### src/rtl/wb_trap_redirect_pkg.sv
// Shared writeback constants: RV32 opcodes, load funct3 encodings and the
// rd-writing opcode classifier.
package wb_trap_redirect_pkg;

  localparam logic [6:0] OPC_LOAD   = 7'b0000011;
  localparam logic [6:0] OPC_SYSTEM = 7'b1110011;
  localparam logic [6:0] OPC_JAL    = 7'b1101111;
  localparam logic [6:0] OPC_JALR   = 7'b1100111;
  localparam logic [6:0] OPC_OP     = 7'b0110011;
  localparam logic [6:0] OPC_OP_IMM = 7'b0010011;
  localparam logic [6:0] OPC_LUI    = 7'b0110111;
  localparam logic [6:0] OPC_AUIPC  = 7'b0010111;

  localparam logic [2:0] F3_LB  = 3'b000;
  localparam logic [2:0] F3_LH  = 3'b001;
  localparam logic [2:0] F3_LW  = 3'b010;
  localparam logic [2:0] F3_LBU = 3'b100;
  localparam logic [2:0] F3_LHU = 3'b101;

  // SYSTEM with funct3==0 is ecall/ebreak/mret and never produces an rd value.
  function automatic logic writes_rd(input logic [6:0] opcode, input logic [2:0] funct3);
    case (opcode)
      OPC_OP, OPC_OP_IMM, OPC_LUI, OPC_AUIPC,
      OPC_JAL, OPC_JALR, OPC_LOAD: writes_rd = 1'b1;
      OPC_SYSTEM:                  writes_rd = (funct3 != 3'b000);
      default:                     writes_rd = 1'b0;
    endcase
  endfunction

endpackage

### src/rtl/wb_trap_redirect_load_formatter.sv
// Combinational load formatter: picks the addressed byte/half from an aligned
// word and sign- or zero-extends it according to funct3.
module wb_trap_redirect_load_formatter
  import wb_trap_redirect_pkg::*;
(
  input  logic [31:0] raw,
  input  logic [1:0]  addr,
  input  logic [2:0]  funct3,
  output logic [31:0] data
);

  logic [7:0]  b;
  logic [15:0] h;

  always_comb begin
    b = 8'h00;
    case (addr)
      2'd0: b = raw[7:0];
      2'd1: b = raw[15:8];
      2'd2: b = raw[23:16];
      2'd3: b = raw[31:24];
      default: b = 8'h00;
    endcase
    h = addr[1] ? raw[31:16] : raw[15:0];
  end

  always_comb begin
    data = 32'h0;
    case (funct3)
      F3_LB:   data = {{24{b[7]}}, b};
      F3_LBU:  data = {24'h0, b};
      F3_LH:   data = {{16{h[15]}}, h};
      F3_LHU:  data = {16'h0, h};
      F3_LW:   data = raw;
      default: data = 32'h0;
    endcase
  end

endmodule

### src/rtl/wb_trap_redirect.sv
// Writeback stage: rd result select, register-file write, retire pulse, and
// trap/mret redirect followed by a bounded flush window.
module wb_trap_redirect
  import wb_trap_redirect_pkg::*;
#(
  parameter int unsigned FLUSH_CYCLES = 2,
  parameter logic [31:0] RESET_PC     = 32'h0000_0000
) (
  input  logic        i_clk,
  input  logic        i_rst_n,
  input  logic        i_ce,
  input  logic        i_stall,
  input  logic [6:0]  i_opcode,
  input  logic [2:0]  i_funct3,
  input  logic [4:0]  i_rd_addr,
  input  logic [31:0] i_pc,
  input  logic [31:0] i_alu_y,
  input  logic [31:0] i_load_data,
  input  logic [31:0] i_csr_out,
  input  logic        i_go_to_trap_q,
  input  logic        i_return_from_trap_q,
  input  logic [31:0] i_trap_address,
  input  logic [31:0] i_return_address,
  output logic        o_wr_rd,
  output logic [4:0]  o_rd_addr,
  output logic [31:0] o_rd_data,
  output logic        o_change_pc,
  output logic [31:0] o_next_pc,
  output logic        o_flush,
  output logic        o_minstret_inc
);

  localparam logic [1:0] S_IDLE     = 2'd0;
  localparam logic [1:0] S_REDIRECT = 2'd1;
  localparam logic [1:0] S_FLUSH    = 2'd2;

  logic [1:0]  state;
  logic [2:0]  cnt;
  logic        acc;
  logic        redirect;
  logic [31:0] load_val;
  logic [31:0] link;
  logic [31:0] result;

  assign acc      = i_ce & ~i_stall & (state == S_IDLE);
  assign redirect = i_go_to_trap_q | i_return_from_trap_q;
  assign link     = i_pc + 32'd4;

  wb_trap_redirect_load_formatter u_fmt (
    .raw    (i_load_data),
    .addr   (i_alu_y[1:0]),
    .funct3 (i_funct3),
    .data   (load_val)
  );

  always_comb begin
    result = i_alu_y;
    case (i_opcode)
      OPC_LOAD:          result = load_val;
      OPC_SYSTEM:        result = (i_funct3 != 3'b000) ? i_csr_out : i_alu_y;
      OPC_JAL, OPC_JALR: result = link;
      default:           result = i_alu_y;
    endcase
  end

  // Flush is taken straight from the state register so it covers the redirect
  // cycle plus FLUSH_CYCLES, and drops immediately on async reset.
  assign o_flush = (state != S_IDLE);

  always_ff @(posedge i_clk or negedge i_rst_n) begin
    if (!i_rst_n) begin
      o_wr_rd        <= 1'b0;
      o_rd_addr      <= 5'd0;
      o_rd_data      <= 32'h0;
      o_change_pc    <= 1'b0;
      o_next_pc      <= RESET_PC;
      o_minstret_inc <= 1'b0;
      state          <= S_IDLE;
      cnt            <= 3'd0;
    end else begin
      o_wr_rd        <= acc & ~i_go_to_trap_q & (i_rd_addr != 5'd0) & writes_rd(i_opcode, i_funct3);
      o_minstret_inc <= acc & ~i_go_to_trap_q;
      o_change_pc    <= acc & redirect;
      if (acc) begin
        o_rd_addr <= i_rd_addr;
        o_rd_data <= result;
      end
      if (acc & redirect)
        o_next_pc <= i_go_to_trap_q ? i_trap_address : i_return_address;

      case (state)
        S_IDLE: if (acc & redirect) begin
          state <= S_REDIRECT;
          cnt   <= 3'(FLUSH_CYCLES);
        end
        S_REDIRECT: state <= S_FLUSH;
        S_FLUSH: begin
          if (cnt <= 3'd1) begin
            state <= S_IDLE;
            cnt   <= 3'd0;
          end else begin
            cnt <= cnt - 3'd1;
          end
        end
        default: state <= S_IDLE;
      endcase
    end
  end

endmodule

### config.mk
export PLATFORM = sky130hd
export DESIGN_NAME = wb_trap_redirect
export DESIGN_NICKNAME = d
export VERILOG_FILES = /design/src/rtl/wb_trap_redirect_pkg.sv /design/src/rtl/wb_trap_redirect_load_formatter.sv /design/src/rtl/wb_trap_redirect.sv
export SDC_FILE = /design/constraint.sdc
export NUM_CORES = 1
export LEC_CHECK = 0
export ABC_AREA = 1
export CAP_MARGIN = 10
export CORE_UTILIZATION = 44
export DETAILED_ROUTE_END_ITERATION = 8
export PLACE_DENSITY = 0.81
export SLEW_MARGIN = 20
export SYNTH_ARGS = -nofsm -noshare
export SYNTH_HDL_FRONTEND = slang
export SYNTH_HIERARCHICAL = 1
export SYNTH_SLANG_ARGS = --single-unit
### constraint.sdc
create_clock -name i_clk -period 1.7 [get_ports i_clk]
set_input_delay 0.34 -clock i_clk [delete_from_list [all_inputs] [get_ports i_clk]]
set_output_delay 0.34 -clock i_clk [all_outputs]
set_load 0.005 [all_outputs]
# == Yosys cells after proc, flatten, opt, wreduce, memory -nomap -nowiden ==
# Cells that the tools add are included.
# Widths: inputs -> output; s select.
# totals
regBits,77
latch_bits,0
ramBits,0
rom_bits,0
out_inout_bits,73
elab_cells,63
n_memories,0
# classes
add_sub_neg,2
n_mul,0
n_div,0
magnitude_cmp,1
n_eq_ne,19
shifts,0
muxes,13
bitwise_logic,9
n_reduce_logical,11
# op_table
cell,count
$pmux 32 s5,1
$pmux 32 s3,1
$mux 32,2
$add 32x3->32 const B,1
$pmux 8 s4,1
$eq 7x7->1 const B,3
$mux 16,1
$eq 7x5->1 const B,2
$eq 7x6->1 const B,2
$eq 7x2->1 const B,1
$reduce_or 7->1,1
$and 1x1->1,6
$eq 2x2->1 const B,3
$eq 3x3->1 const B,2
$mux 3,2
$pmux 2 s3,1
$pmux 3 s2,1
$reduce_bool 5->1,1
$eq 2x1->1 const B,2
$logic_not 2->1,2
$mux 2,2
$reduce_and 2->1,2
$reduce_bool 2->1,2
$eq 3x1->1 const B,1
other kinds (11),12

# == Longest topological paths before layout ==
# Gate-level depths: netlist of run 1.
# logic_depth
ltp_word,6
depth_mapped,15
ltp_nobuf,13

# == Cells and area by module ==
# The synthesis of run 1 kept the hierarchy.
# by_module_without_submodules
mod,n_inst,cells_per_inst,area_per_inst_um2,seq_area_each_um2
wb_trap_redirect,1,930,5501.5,1926.8
wb_trap_redirect_load_formatter,1,255,1083.5,0.0

# == Least setup slack after synthesis of run 1 ==
# Ideal clock, no wire load.
# synth_path
path_kind,input to register
from,input port i_alu_y[1]
to,register o_rd_data[10]
t_arrival_ps,1359
t_required_ps,1577
slack_ps,218
path_stages,13
path_cell_list,buf_2 inv_2 nand2_1 nand2_1 nand2_1 nand2_1 nand2_2 buf_6 nand2_1 nand2_1 nand3_1 o21ai_0 nand2_1
# synth_via
elab_chain_len,4
elab_cells_between_ends,8
# synth_rtl
item,line_no,rtl
from (decl),wb_trap_redirect.sv:17,"input logic [31:0] i_alu_y,"
"$eq 2x2->1, or another cell as far along",wb_trap_redirect_load_formatter.sv:17,case (addr)
$pmux 8 s4,wb_trap_redirect_load_formatter.sv:17,
$pmux 32 s5 *,wb_trap_redirect_load_formatter.sv:29,case (funct3)
named net load_val[10],wb_trap_redirect.sv:41,logic [31:0] load_val;
$pmux 32 s3 *,wb_trap_redirect.sv:58,case (i_opcode)
to (signal assigned),wb_trap_redirect.sv:86,o_rd_data <= result;
to (decl),wb_trap_redirect.sv:26,"output logic [31:0] o_rd_data,"
# Mark *: on every way through the listed nets, which the timed path passes. The rest lies on a longest branch.
# A chain may end at the register's enable or synchronous reset.

# == Final worst setup path of run 1 ==
# layout_path
from,input port i_opcode[3]
to,register o_rd_data[16]
# layout_via
elab_chain_len,3
elab_cells_between_ends,6
# layout_rtl
item,line_no,rtl
from (decl),wb_trap_redirect.sv:13,"input logic [6:0] i_opcode,"
$eq 7x7->1,wb_trap_redirect.sv:58,
$reduce_or 2->1,wb_trap_redirect.sv:58,
$pmux 32 s3 *,wb_trap_redirect.sv:58,
# Mark *: on every way between the ends. The rest lies on a longest branch, timed or not.

==> results of run 1 <==
worst max-delay path: cells and delay by family:
kind,cells,cell delay [ns]
buffers and inverters,4,0.93
AND/OR/NAND/NOR,8,0.59
power groups by stage:
stage	clock (W)	combinational, W	sequential (W)
finish	0.00182	0.00427	0.00313
floorplan	0	0.00130	0.00312
CTS	0.00184	0.00424	0.00312
global route	0.00192	0.00461	0.00322
detailed placement	0	0.00418	0.00312
global placement	0	0.00411	0.00311
area by class of cell:
type / instances / area, um2 / share of cell area (%)
multi-input combinational: 907 / 3984 / 35.67
timing repair buffer: 424 / 4185 / 37.48
tap: 184 / 230.2 / 2.062
sequential: 77 / 1927 / 17.25
clock inverter: 7 / 55.05 / 0.4930
inverter: 148 / 560.5 / 5.020
clock buffer: 9 / 225.2 / 2.017
synthesized netlist by cell type, types with 2 or more instances:
| master | count |
|---|---|
| o21bai_1 | 4 |
| nand3_1 | 73 |
| nor2_1 | 97 |
| o21ai_0 | 106 |
| dfrtp_1 | 77 |
| ha_1 | 2 |
| buf_6 | 7 |
| nor2_2 | 4 |
| nor3_1 | 2 |
| nor3_4 | 3 |
| o21ai_1 | 9 |
| buf_4 | 2 |
| clkbuf_1 | 23 |
| a21oi_1 | 35 |
| buf_2 | 19 |
| or2_2 | 3 |
| inv_1 | 144 |
| nand2_2 | 2 |
| inv_2 | 3 |
| nand2_1 | 558 |
| buf_1 | 2 |
| and2_1 | 3 |
placed cells by master, fill, tap and decap left out:
master / instances
buf_12: 13
nand2_4: 3
nand3_2: 3
buf_6: 9
dlymetal6s2s_1: 16
clkdlybuf4s15_1: 1
inv_2: 4
o21ai_0: 104
nor3_1: 1
dlygate4sd3_1: 1
o21bai_1: 4
a21oi_1: 35
dlygate4sd2_1: 8
buf_2: 1
nor2_4: 9
nand2_2: 12
or2_2: 3
o211ai_1: 1
and2_1: 3
inv_1: 142
ha_2: 1
clkdlybuf4s50_1: 258
nor2_1: 82
nor3_4: 5
inv_4: 2
o21ai_4: 1
inv_6: 4
nor2_2: 11
nand3_1: 71
o21ai_1: 10
bufbuf_16: 2
nand2_1: 545
nand3b_1: 1
clkinv_2: 1
ha_1: 1
clkinvlp_4: 2
clkbuf_16: 10
dfrtp_1: 77
buf_4: 114
o31ai_1: 1
flip-flops by register name (all words and copies together), names as in the netlist:
name,count
o_wr_rd,1
cnt,3
o_minstret_inc,1
state,2
o_rd_data,32
o_next_pc,32
o_rd_addr,5
o_change_pc,1
path summary, 6_finish.rpt:
| kind | startpoint | end | slack (ns) | depth (start not counted) |
|---|---|---|---|---|
| setup / recovery | i_opcode[3] | o_rd_data[16] | 0.05 | 12 |
| hold / removal | i_go_to_trap_q | o_next_pc[10] | 0.46 | 3 |
| setup reg to reg | state[1] | o_wr_rd | 0.14 | 8 |
| hold reg to reg | o_rd_addr[0] | o_rd_addr[0] | 0.47 | 2 |
| max in group asynchronous | i_rst_n | o_rd_data[28] | 0.67 | 3 |
| min in group asynchronous | i_rst_n | o_next_pc[5] | 0.48 | 2 |
layer usage:
layer / vias up / share of wire, %
met5: - / 0
met4: 0 / 5.9
met3: 99 / 6.7
met2: 433 / 48
met1: 3983 / 39
li1: 4391 / -
metrics by stage:
stage / area, um2 / hold WS [ns]
after floorplan: 6585 / 0.04441
after detailed placement: 10510 / 0.2859
after global placement: 10510 / 0.2823
after global routing: 11170 / 0.4907
final: 11170 / 0.4620
after CTS: 10970 / 0.4646
repair_timing:
item                                   in CTS  in global routing
pin swaps                                   9                 13
setup buffers                               3                  4
setup endpoints to repair                  24                 33
hold buffers                                1                  0
gates resized for setup                    37                 49
endpoints found under the hold margin      26                  0
cloned                                      3                  1
cells by family after synthesis:
family	count (synthesis)
and+or+nand+nor	749
buffers and inverters	201
AOI/OAI and AO/OA	156
DFF	77
adders and majority gates	2
==> results by group, run 1 <==
Outcome
  – Outcome: finished, final reports clean

Power
  – VDD IR max: 723.6 uV
  – Clk pwr share: 19.8%
  – Sequential power share: 33.9%
  – Internal power: 0.006124 W
  – PwrDens: 825.6 nW/um2
  – NetSw: 0.003096 W
  – Leakage: 5.906 nW
  – Combinational share of power: 46.3%
  – Net Sw Frac: 33.58%
  – Tot Pwr: 0.009220 W

Synth
  – Adder-cell share of the synthesized area: 0.3800%
  – Post-synthesis mux area share: 0%
  – Synthesized cell area: 6585 um2
  – Primary FF master, synth: dfrtp_1
  – Compound-cell area share of the yosys netlist: 12.08%
  – #FFs+latches synth: 77
  – Async SR Flop Fraction: 100.0%
  – Post-synthesis cell type count: 29
  – XOR/XNOR Fraction of Synth Area: 0%
  – Mean area per synthesized cell: 5.557 um2
  – EDFF count, synth: 0
  – Post-Syn Instances: 1,185
  – Synth top area cells: nand2_1 32%, dfrtp_1 29%, inv_1 8.2%
  – Yosys warning total: 6
  – Top-area cell type share of the netlist area: 31.81%
  – Mapped Nets: 1,400
  – Cell accounting for the most synthesized area: nand2_1
  – Largest family of logic cells by synthesized area: simple AND/OR/NAND/NOR gates
  – Sequential fraction of the synthesis area: 29.26%
  – Simple-gate share of the synthesized area: 45.51%

Global route
  – First-pass GRT wire length: 42,900 um
  – All-Layer GR Usage: 34.79%
  – Initial antenna violation count: 0
  – M2 GR Usage: 59.80%
  – Met1 Track Usage GR: 40.22%
  – Overflow after GRT: 0
  – Met3 usage: 6.100%
  – Vias in the first global route: 8,787
  – Global routing's busiest layer: met2
  – Pin count of the biggest net entering global routing: 46

Clock network
  – Clock transition at path regs: 0.07 ns
  – Skew-Pair Late Insertion Delay: 0.33 ns
  – Bufs on Longest Clock Path: 2
  – CTS tree: done
  – CTS sink cnt: 77
  – # H-tree levels: 3
  – Inserted Clock Buffers: 9
  – Clk root buf: clkbuf_16

Detailed routing
  – # DRC: 0
  – Detail-routed via count per cell: 5.072
  – Drt wl/cell: 15.33 um
  – First-pass DRT Iterations: 5
  – Total Wirelength: 26,930 um
  – Routed vias: 8,906
  – Final antenna-violating net count: 0
  – Initial DRC Count: 596

Critical path
  – Arrival time at the worst endpoint: 1.88 ns
  – Crit. End Element: register
  – Worst Path Class, Setup: primary input to register
  – CP cell instances: clkdlybuf4s50_1 -> nor3_4 -> nand2_2 -> inv_4 -> buf_4 -> clkbuf_16 -> nand2_1 -> nand2_1 -> nor2_1 -> nand2_1 -> nand2_1 -> nand2_1
  – Most used cell, CP: nand2_1
  – Crit-path max cell delay: 0.58 ns
  – Max Fanout on Critical Path: 10
  – CP max stage cell: clkdlybuf4s50_1
  – Worst EP required: 1.93 ns
  – Startpoint Class: primary input

Floorplanning
  – Starting Density: 45.14%
  – DIE HEIGHT: 124.3 um
  – IO Count: 286
  – Die area: 15,460 um2
  – CORE AREA: 14,590 um2
  – Die Wd: 124.3 um
  – # rows: 44

Timing
  – Worst-Margin Slew: 0.3871 ns
  – Hold Vio Cnt, Final: 0
  – Highest clock rate: 0.6074 GHz
  – Slew margin rel.: 74.19%
  – RSZ-0062 raised after global routing: no
  – Final worst slack: 0.05354 ns
  – Max-slew violations: 0
  – Post-route minimum period: 1.646 ns
  – Crit share post-route: 96.85%
  – TNS Setup: 0 ns
  – Clock Skew: 0.006285 ns
  – Setup violators final: 0

Cells and area
  – Nets: 1,782
  – Non-filler instance count after layout: 1,756
  – Utilization after layout: 76.54%
  – Share of layout cells above drive strength 1: 13.36%
  – Synth-to-Final Area Change: 69.58%
  – Fillers: 1,236
  – ANT cells: 0

Place
  – IO Port Bufs: 285
  – DP Worst Slack: -0.5046 ns
  – Inst Count DP: 1,728
  – Hpwl dp: 21,120 um
  – Routability cong.: 1.006

Worst hold path
  – Worst min-delay path category: primary input to register

Run
  – Max capacitance violation total: 0
Note: power is estimated with default switching activity, not from simulation.
==> inputs of run 2 (changes only) <==
--- a/config.mk
+++ b/config.mk
@@ -9,7 +9,8 @@
 export CAP_MARGIN = 10
 export CORE_UTILIZATION = 44
 export DETAILED_ROUTE_END_ITERATION = 8
-export PLACE_DENSITY = 0.81
+export PLACE_DENSITY = 0.83
+export RECOVER_POWER = 100
 export SLEW_MARGIN = 20
 export SYNTH_ARGS = -nofsm -noshare
 export SYNTH_HDL_FRONTEND = slang
==> run 2 against run 1 <==
Compared with the run above:
- clock power up 9%
- the flow now finishes with violations (negative setup slack)
- highest routed layer unchanged
- cell count is 0.11% higher
- largest power group unchanged
- flip-flop and latch count stayed put
==> results by group, run 2 (synthesis gave the netlist of run 1 again) <==
Outcome
  – Outcome: finished, violations left
  – Failing checks: negative setup slack

Detailed routing
  – Detail-routed via count per cell: 5.229
  – Met3 wire len: 2557 um
  – First-pass DRT Iterations: 6
  – Met2 routed WL: 13,320 um
  – # DRC: 0
  – Initial DRC Count: 1,002
  – Routed vias: 9,192
  – Total Wirelength: 28,570 um
  – Max Used Layer: met4
  – Drt wl/cell: 16.25 um
  – Met1 WL: 11,290 um
  – Final antenna-violating net count: 0

Clock network
  – Skew-Pair Late Insertion Delay: 0.35 ns
  – CTS tree: done
  – Clock transition at path regs: 0.06 ns
  – Clk root buf: clkbuf_16
  – Bufs on Longest Clock Path: 2
  – Inserted Clock Buffers: 9
  – # H-tree levels: 3
  – CTS sink cnt: 77

Place
  – Routability cong.: 0.9983
  – Hpwl dp: 20,630 um
  – IO Port Bufs: 285
  – Inst Count DP: 1,717
  – DP Worst Slack: -0.5750 ns

Critical path
  – Startpoint Class: primary input
  – CP max stage cell: clkdlybuf4s50_1
  – Worst Path Class, Setup: primary input to register
  – Crit. End Element: register
  – R2R cell count: 9
  – Worst EP required: 1.94 ns
  – Worst Path Buf+Inv: 2
  – CP cell instances: clkdlybuf4s50_1 -> nand2_1 -> nand2_1 -> nand2_1 -> nand2_2 -> nand2_2 -> clkbuf_16 -> nand2_1 -> nand2_1 -> nand2_1 -> nor2_1 -> nand2_1 -> nand2_1 -> nand2_1
  – Cell family with the largest share of critical-path delay: simple AND/OR/NAND/NOR gates
  – Crit-path max cell delay: 0.46 ns
  – Arrival time at the worst endpoint: 2.03 ns
  – Most used cell, CP: nand2_1
  – Crit path depth: 14
  – Max Fanout on Critical Path: 12

Timing
  – Hold Vio Cnt, Final: 0
  – Crit share post-route: 105.4%
  – RSZ-0062 raised after global routing: yes
  – Clock Skew: 0.004563 ns
  – Max-slew violations: 0
  – Worst-Margin Slew: 0.5794 ns
  – Highest clock rate: 0.5582 GHz
  – Slew margin rel.: 61.38%
  – Post-route minimum period: 1.791 ns
  – Hold WS: 0.4700 ns
  – Final worst slack: -0.09141 ns
  – Setup violators final: 4

Cells and area
  – Nets: 1,783
  – Fillers: 1,136
  – Largest regs: o_next_pc: 32 flops, o_rd_data: 32 flops, o_rd_addr: 5 flops
  – Reg area: 1927 um2
  – Synth-to-Final Area Change: 71.90%
  – Multi-input logic area: 4038 um2
  – Most frequent cells in the layout: 539 x nand2_1, 199 x clkdlybuf4s50_1, 140 x inv_1, 100 x o21ai_0, 100 x buf_4
  – Share of layout cells above drive strength 1: 14.43%
  – Commonest non-fill, non-tap cell in the layout: nand2_1
  – Non-filler instance count after layout: 1,758

Floorplanning
  – IO Count: 286
  – Die area: 15,460 um2
  – CORE AREA: 14,590 um2
  – Die Wd: 124.3 um
  – DIE HEIGHT: 124.3 um
  – Starting Density: 45.14%
  – # rows: 44

Power
  – PwrDens: 811.6 nW/um2
  – VDD IR max: 723.9 uV
  – Tot Pwr: 0.009187 W
  – Leakage: 6.113 nW

Run
  – Max capacitance violation total: 0

Global route
  – Pin count of the biggest net entering global routing: 45
  – Overflow after GRT: 0
  – All-Layer GR Usage: 33.13%
  – Initial antenna violation count: 1
  – First-pass GRT wire length: 41,060 um
  – Vias in the first global route: 8,390

Worst hold path
  – Hold Path Depth: 2
  – Worst min-delay path category: register to register
run 2: timing repair:
action / CTS / global route
buffers inserted: 1 / 12
resized for setup: 18 / 92
pin swaps: 2 / 31
endpoints found under the setup margin: 19 / 40
hold buffers: 1 / 0
hold endpoints to repair: 19 / 0
gates cloned: 0 / 11
run 2: layer usage:
metal  vias to the layer above  track usage (%)
met5                         -                0
met4                         0            15.66
met3                       114            6.143
met2                       565            55.67
met1                      4111            40.83
li1                       4402                -
run 2: per-stage QoR:
step	setup TNS (ns)	area, um2	util, %
after global placement	-16.68	10410	71.37
after CTS	-0.01590	10780	73.86
after floorplan	0	6585	-
after global routing	-1.315	11320	77.59
final	-0.1641	11320	77.59
after detailed placement	-18.84	10410	71.37
run 2: report_power, final:
part           leakage [nW]  internal, W  switching [W]
registers             0.958      0.00263       0.000480
clock network         0.146      0.00115       0.000845
logic                  5.01      0.00226        0.00183
run 2: final timing paths:
kind,startpoint,end,slack (ns)
setup / recovery,i_load_data[15],o_rd_data[28],-0.09
hold / removal,o_rd_data[21],o_rd_data[21],0.47
setup reg to reg,state[1],o_rd_data[25],-0.02
hold reg to reg,o_rd_data[21],o_rd_data[21],0.47
max in group asynchronous,i_rst_n,o_rd_data[7],0.20
min in group asynchronous,i_rst_n,o_next_pc[21],0.52
run 2: layout make-up:
cell class                      instances  share of cell area (%)
Antenna cell                            1                 0.02211
Clock buffer                            9                   1.990
Clock inverter                          7                  0.6522
Inverter                              148                   4.952
Multi-Input combinational cell        907                   35.67
Sequential cell                        77                   17.02
Tap cell                              184                   2.034
Timing Repair Buffer                  425                   37.66
run 2: worst reg2reg max path, stage by stage (launching register included):
cell and delay [ns]:
dfrtp_1 0.40, nor2_1 0.13, inv_1 0.10, nor3_4 0.18, buf_4 0.17, inv_4 0.07
clkbuf_8 0.19, a21oi_1 0.21, nand2_1 0.11, nand2_1 0.10
